===== src/rtl/accumulator_nch.sv =====
// Multi-channel unsigned accumulator with a single-entry registered result port.
// Define ACCUM_SATURATE_EN to saturate on overflow instead of wrapping.
module accumulator_nch #(
  parameter  int WIDTH    = 8,
  parameter  int CHANNELS = 4,
  localparam int CH_W     = $clog2(CHANNELS)
) (
  input  logic                clock,
  input  logic                reset,
  input  logic                in_valid,
  output logic                in_ready,
  input  logic [CH_W-1:0]     in_ch,
  input  logic                accumulate,
  input  logic                clear,
  input  logic [WIDTH-1:0]    in_data,
  input  logic                clear_all,
  output logic                out_valid,
  input  logic                out_ready,
  output logic [CH_W-1:0]     out_ch,
  output logic [WIDTH-1:0]    out_data,
  output logic                out_carry,
  output logic [CHANNELS-1:0] ovf_flags
);

  logic [WIDTH-1:0]    acc_q [CHANNELS];
  logic [WIDTH-1:0]    acc_d [CHANNELS];
  logic [CHANNELS-1:0] ovf_q, ovf_d;
  logic                outValid_q, outValid_d;
  logic [CH_W-1:0]     outCh_q, outCh_d;
  logic [WIDTH-1:0]    outData_q, outData_d;
  logic                outCarry_q, outCarry_d;

  logic                chLegal;
  logic [WIDTH-1:0]    curVal;
  logic [WIDTH:0]      sum;
  logic [WIDTH-1:0]    sumRes;
  logic                cmdFire;

  assign in_ready = !outValid_q || out_ready;

  // Channel decode: an unmatched in_ch (only possible for non power-of-two counts) is illegal.
  always_comb begin
    chLegal = 1'b0;
    curVal  = '0;
    for (int c = 0; c < CHANNELS; c++) begin
      if (in_ch == c[CH_W-1:0]) begin
        chLegal = 1'b1;
        curVal  = acc_q[c];
      end
    end
  end

  assign sum = {1'b0, curVal} + {1'b0, in_data};

`ifdef ACCUM_SATURATE_EN
  assign sumRes = sum[WIDTH] ? {WIDTH{1'b1}} : sum[WIDTH-1:0];
`else
  assign sumRes = sum[WIDTH-1:0];
`endif

  assign cmdFire = in_valid && in_ready && chLegal;

  always_comb begin
    for (int c = 0; c < CHANNELS; c++) begin
      acc_d[c] = acc_q[c];
    end
    ovf_d      = ovf_q;
    outValid_d = outValid_q;
    outCh_d    = outCh_q;
    outData_d  = outData_q;
    outCarry_d = outCarry_q;

    if (outValid_q && out_ready) begin
      outValid_d = 1'b0;
    end

    if (cmdFire) begin
      outValid_d = 1'b1;
      outCh_d    = in_ch;
      if (clear) begin
        outData_d  = '0;
        outCarry_d = 1'b0;
      end else if (accumulate) begin
        outData_d  = sumRes;
        outCarry_d = sum[WIDTH];
      end else begin
        outData_d  = curVal;
        outCarry_d = 1'b0;
      end
      for (int c = 0; c < CHANNELS; c++) begin
        if (in_ch == c[CH_W-1:0]) begin
          if (clear) begin
            acc_d[c] = '0;
            ovf_d[c] = 1'b0;
          end else if (accumulate) begin
            acc_d[c] = sumRes;
            if (sum[WIDTH]) begin
              ovf_d[c] = 1'b1;
            end
          end
        end
      end
    end

    // A global clear wins over the command, but the command still reports (as zero).
    if (clear_all) begin
      for (int c = 0; c < CHANNELS; c++) begin
        acc_d[c] = '0;
      end
      ovf_d = '0;
      if (cmdFire) begin
        outData_d  = '0;
        outCarry_d = 1'b0;
      end
    end
  end

  always_ff @(posedge clock) begin
    if (reset) begin
      for (int c = 0; c < CHANNELS; c++) begin
        acc_q[c] <= '0;
      end
      ovf_q      <= '0;
      outValid_q <= 1'b0;
      outCh_q    <= '0;
      outData_q  <= '0;
      outCarry_q <= 1'b0;
    end else begin
      for (int c = 0; c < CHANNELS; c++) begin
        acc_q[c] <= acc_d[c];
      end
      ovf_q      <= ovf_d;
      outValid_q <= outValid_d;
      outCh_q    <= outCh_d;
      outData_q  <= outData_d;
      outCarry_q <= outCarry_d;
    end
  end

  assign out_valid = outValid_q;
  assign out_ch    = outCh_q;
  assign out_data  = outData_q;
  assign out_carry = outCarry_q;
  assign ovf_flags = ovf_q;

endmodule


===== config.mk =====
export PLATFORM = sky130hd
export DESIGN_NAME = accumulator_nch
export DESIGN_NICKNAME = d
export VERILOG_FILES = /design/src/rtl/accumulator_nch.sv
export SDC_FILE = /design/constraint.sdc
export NUM_CORES = 1
export LEC_CHECK = 0
export CAP_MARGIN = 40
export CORE_MARGIN = 3
export CORE_UTILIZATION = 23
export DETAILED_ROUTE_END_ITERATION = 10
export PLACE_DENSITY = 0.5
export SYNTH_ARGS = -nofsm -noshare
export SYNTH_HDL_FRONTEND = slang
export SYNTH_SLANG_ARGS = --single-unit

===== constraint.sdc =====
create_clock -name clock -period 3 [get_ports clock]
set_input_delay 0.45 -clock clock [delete_from_list [all_inputs] [get_ports clock]]
set_output_delay 0.45 -clock clock [all_outputs]
set_load 0.005 [all_outputs]

Word-level counts from Yosys, hierarchy flattened
Memory sizes are Yosys's and may differ from the RTL's.
Cells that the tools add are included.
{"block": "word_totals", "n_memories": 1, "ram_bits": 32, "inputBits": 17, "output_inout_bits": 17, "reg_bits": 16, "word_cells": 75}
{"memory": "acc_q", "words": 4, "width": 8, "rd": 4, "rd_ports_with_merged_regs": 0, "write_ports": 4, "line_no": "25", "rtl": "logic [WIDTH-1:0] acc_q [CHANNELS];"}
{"block": "op_classes", "n_eq_ne": 3, "addsub": 1, "reduce_logical": 14, "n_bitwise": 4, "muxes": 44}
{"cell": "8-bit 2-to-1 mux", "count": 25}
{"cell": "32-bit 2-to-1 mux", "count": 2}
{"cell": "1-bit 2-to-1 mux", "count": 17}
{"cell": "4-bit AND reduction", "count": 4}
{"cell": "8-bit by 8-bit adder with 9-bit output", "count": 1}
{"cell": "2-bit nonzero test", "count": 3}
{"cell": "2-bit equality test (second input constant)", "count": 2}
{"cell": "1-bit bitwise OR", "count": 4}
{"cell": "1-bit logical AND", "count": 3}
{"cell": "2-bit by 1-bit equality test with 1-bit output (second input constant)", "count": 1}
{"cell": "2-bit logical NOT", "count": 1}
{"cell": "2-bit OR reduction", "count": 1}
{"cell": "1-bit logical NOT", "count": 1}
{"cell": "1-bit logical OR", "count": 1}

Longest topological paths before layout
{"block": "logic_depth", "word_depth": 12, "ltp_mapped": 11}

Least setup slack after synthesis
No wires, ideal clock.
{"block": "synth_timing", "kind": "input -> register", "start": "in in_ch[0]", "end": "reg with a tool-made name", "setup_time_ps": 133, "t_arrival_ps": 2535, "slack_ps": 332, "stages": 9, "t_required_ps": 2867, "cell_sequence": "buf_6 -> buf_6 -> mux4_2 -> ha_1 -> a21o_1 -> or3_4 -> o22ai_4 -> xor2_1 -> o22ai_1"}
{"element": "from (decl)", "line_no": "12", "rtl": "input logic [CH_W-1:0] in_ch,"}

==> impl_summary.md <==
Clock network
TritonCTS built the clock tree. The count of buffers added by post-CTS timing repair for setup is 0. The number of instances resized during post-cts repair is 0. The cell sitting at the root of the clock tree is a clkbuf_8. In this run the deepest clock path goes through 2 buffers. The H-tree depth reported by CTS is 2. Buffers inserted during clock tree synthesis total 5. The hold buffer count at cts is 0.

The sink count of the clock tree is 48. The later pin in the worst-skew pair is clocked with a latency of 0.31 ns. After clock tree synthesis, the clock-pin slew on the worst setup and hold paths is 0.10 ns.

Setup path
The worst endpoint required time is 3.23 ns. For this design, the slowest cell found on the critical path is mux4_2. The critical path arrival is 3.06 ns. The critical path contains buffers and inverters numbering 3 combined. Among cell families on the critical path, the largest total delay comes from buffers and inverters. The kind of end point of the critical path is a register. The critical path goes through clkdlybuf4s50_1 -> buf_12 -> mux4_2 -> ha_1 -> a21o_1 -> or3_4 -> o22ai_4 -> buf_4 -> nand2_1 -> o211ai_2. The category of the critical setup timing path is in2reg.

Of all nets on the critical path, the largest fanout is 8. The delay of the slowest cell on the worst path is 0.53 ns. STA classifies the critical path startpoint as an input pin.

Synth
The cell count after synthesis is 276. The net count after synthesis is 302. The portion of the post-synthesis area used by sequential elements is 37.5%. Summing every instance area after synthesis gives 2560 sq um. The synthesized netlist contains 46 unique library cells. Synthesis inferred 48 register bits.

During synthesis, Yosys emitted a total of 0 warnings. The average instance in the mapped netlist occupies 9.29 sq um.

Floorplanning
The starting density of the core is 24.2%. The region available for standard cell placement spans 10600 sq um. The floorplan step set the die width to 112 um. The die height is 112 um. In this run the count of I/O pins placed on the die edge is 34.

The die covers 12500 sq um. The total number of placement rows is 37.

Power
The fraction of power spent switching nets is 27.2%. The leakage power figure is 1.20 nW. The part of the power in registers is 52.7%. The design draws 1.23 mW. The worst-case IR drop observed on VDD is 158 uV. The analysis attributes to net switching a power of 0.334 mW. Cell internal power was estimated by the tool at 0.893 mW. The combinational power share is 14.5%.

The total power density per cell area is 371 nW/um^2. The share of total power in the clock network is 32.8%.

Drt
The average wire per standard cell is 14.5 um. The final wirelength is 6.73 mm. The count of nets left with antenna violations once routing finished came out at 0.

The first detailed-routing pass took 4 iterations. The via total after detailed routing is 2163. For this block, the initial DRC count from the detailed router was 101.

In the routed layout, each cell is associated on average with a via count of 4.65. The post-detailed-route DRC marker count is 0.

Flow run
The number of maximum-capacitance violations is 0.

Timing
Summed over all failing endpoints, the final setup total negative slack is 0 ns. At the pin with the least slew margin, the transition time is 0.489 ns. The final-report max-slew violation count is 0. The final critical path time including I/O delays and setup is 2.83 ns. The number of hold-slack violations in the final timing report came to 0. After layout, the worst setup slack is 0.170 ns. The share of the clock period used by the worst path after layout is 94.3%.

Clock skew on the completed layout was measured at 0.00826 ns. In this run the tightest slew margin relative to its limit is 67.1%. The achievable clock frequency is 353 MHz. The number of setup violations in the final report is 0.

Global route
The number of antenna violations at the first check in global routing was 0. The first-pass GRT wire length is 11.0 mm. The number of global-route vias before repair is 2123. Entering global routing, the biggest net connects 22 pins. The final global-route overflow total is 0. In the global route stage, overall resource usage came out at 11.0%.

Finish
The final core utilization is 31.2%. The fraction of final layout cells sized beyond drive strength 1 is 19.5%. Compared with the post-synthesis result, the final layout area differs by 29.0%. The final net count is 354. The filler cells instantiated in the layout total 1121. The number of diodes added for antenna fixing is 0.

Placed design
At the placement stage, the worst setup path has a slack of -0.248 ns. Port buffering added 33 buffers. Once detailed placement completed, the half-perimeter wirelength came to 5.16 mm. The congestion estimate from routability-driven global placement came to 0.818.

Status
The run finished with clean final reports.

Worst hold path
The worst hold path belongs to the class reg2reg.
cell families after synthesis:
kind of cell	synth area share [%]
buf+inv	5.51
mux	9.80
fa+ha+maj	4.68
xor+xnor	1.71
simple gates	22.1
flops	37.5
compound gates	18.7
cells in the mapped netlist (all sizes together):
library cell  count  area [sq um]
nor4b             1          8.76
and2              2          12.5
fa                1          20.0
a21boi            1          7.51
or4               4          30.0
nand4             4          85.1
buf              12          81.3
or3               3          23.8
dfxtp            48           961
xnor2             3          26.3
o31ai             5          37.5
nor2             31           116
clkbuf            6          22.5
a32o              4          40.0
nand3b            2          15.0
o21ai            18          90.1
nor3              6          30.0
nor2b             4          25.0
a21oi            18          90.1
a22oi             4          30.0
nand2            19          71.3
nand2b            4          25.0
o22ai             2          26.3
o21ba             1          16.3
a21o              2          15.0
mux2              1          11.3
and3              2          12.5
a222oi            1          10.0
a221oi            4          35.0
mux2i             6          60.1
mux4              8           180
nand3            20           100
o211ai            4          50.1
or2               1          6.26
a211oi            1          7.51
o2111ai           1          8.76
ha                8           100
o21a              1          15.0
inv              10          37.5
xor2              2          17.5
nor4              1          6.26
layout make-up:
| cell class | instances | area (sq um) | area share, % |
|---|---|---|---|
| clock buffer | 5 | 68.8 | 2.08 |
| clock inverter | 3 | 22.5 | 0.681 |
| inverter | 10 | 37.5 | 1.13 |
| multi-input combinational | 200 | 1480 | 44.8 |
| sequential | 48 | 961 | 29.0 |
| tap | 136 | 170 | 5.14 |
| timing repair buffer | 63 | 568 | 17.2 |
power by group through the flow:
stage	clock network (mW)	registers, mW	logic [mW]
4_1_cts	0.424	0.647	0.178
6_report	0.403	0.647	0.178
3_3_place_gp	0	0.662	0.177
3_5_place_dp	0	0.662	0.177
5_1_grt	0.443	0.648	0.194
2_1_floorplan	0	0.662	0.0980
per-stage QoR:
stage          cells  hold slack [ns]  area, sq um
2_1_floorplan    276            0.433         2560
3_3_place_gp     457            0.438         3200
3_5_place_dp     457            0.445         3200
4_1_cts          465            0.469         3290
5_1_grt          465            0.498         3310
6_report         465            0.460         3310
path summary, 6_finish.rpt:
kind	from	depth (start not counted)	slack (ns)	endpoint
hold reg to reg	register	2	0.46	register
setup / recovery	in_ch[0]	10	0.17	acc_q[2][7]
setup reg to reg	acc_q[3][4]	8	0.68	acc_q[2][7]
hold / removal	register	2	0.46	register
layer usage:
layer	GRT usage (%)	wire [um]
met1	15.2	3280
met2	17.5	3100
met3	2.17	267
met4	3.08	89
met5	0	0
cells in the final DEF, fill, tap and decap left out, types with 2 or more instances in the layout:
cell and count:
mux2i_1 6, ha_1 8, nor2b_2 2, clkdlybuf4s50_1 33, o31ai_1 5, inv_1 10
nand4_4 4, xnor2_1 3, nand2b_1 4, or3_1 2, a21o_1 2, a221oi_1 4
a22oi_1 4, clkbuf_8 5, buf_4 29, mux4_2 8, a21oi_2 2, and3_1 2
or4_1 4, nand3b_1 2, o211ai_2 4, dfxtp_1 48, nor2b_1 2, and2_1 2
nand3_1 20, nor2_1 31, xor2_1 2, nor3_1 6, a32o_1 4, nand2_1 19
a21oi_1 16, o21ai_0 18
tightest hold or removal path: cells and delay by family (launching register included):
kind	cells	cell delay, ns
AO/OA/AOI/OAI	1	0.05
flip-flops	1	0.34
AND/OR/NAND/NOR	1	0.04
Power figures use the tool's default switching activity.
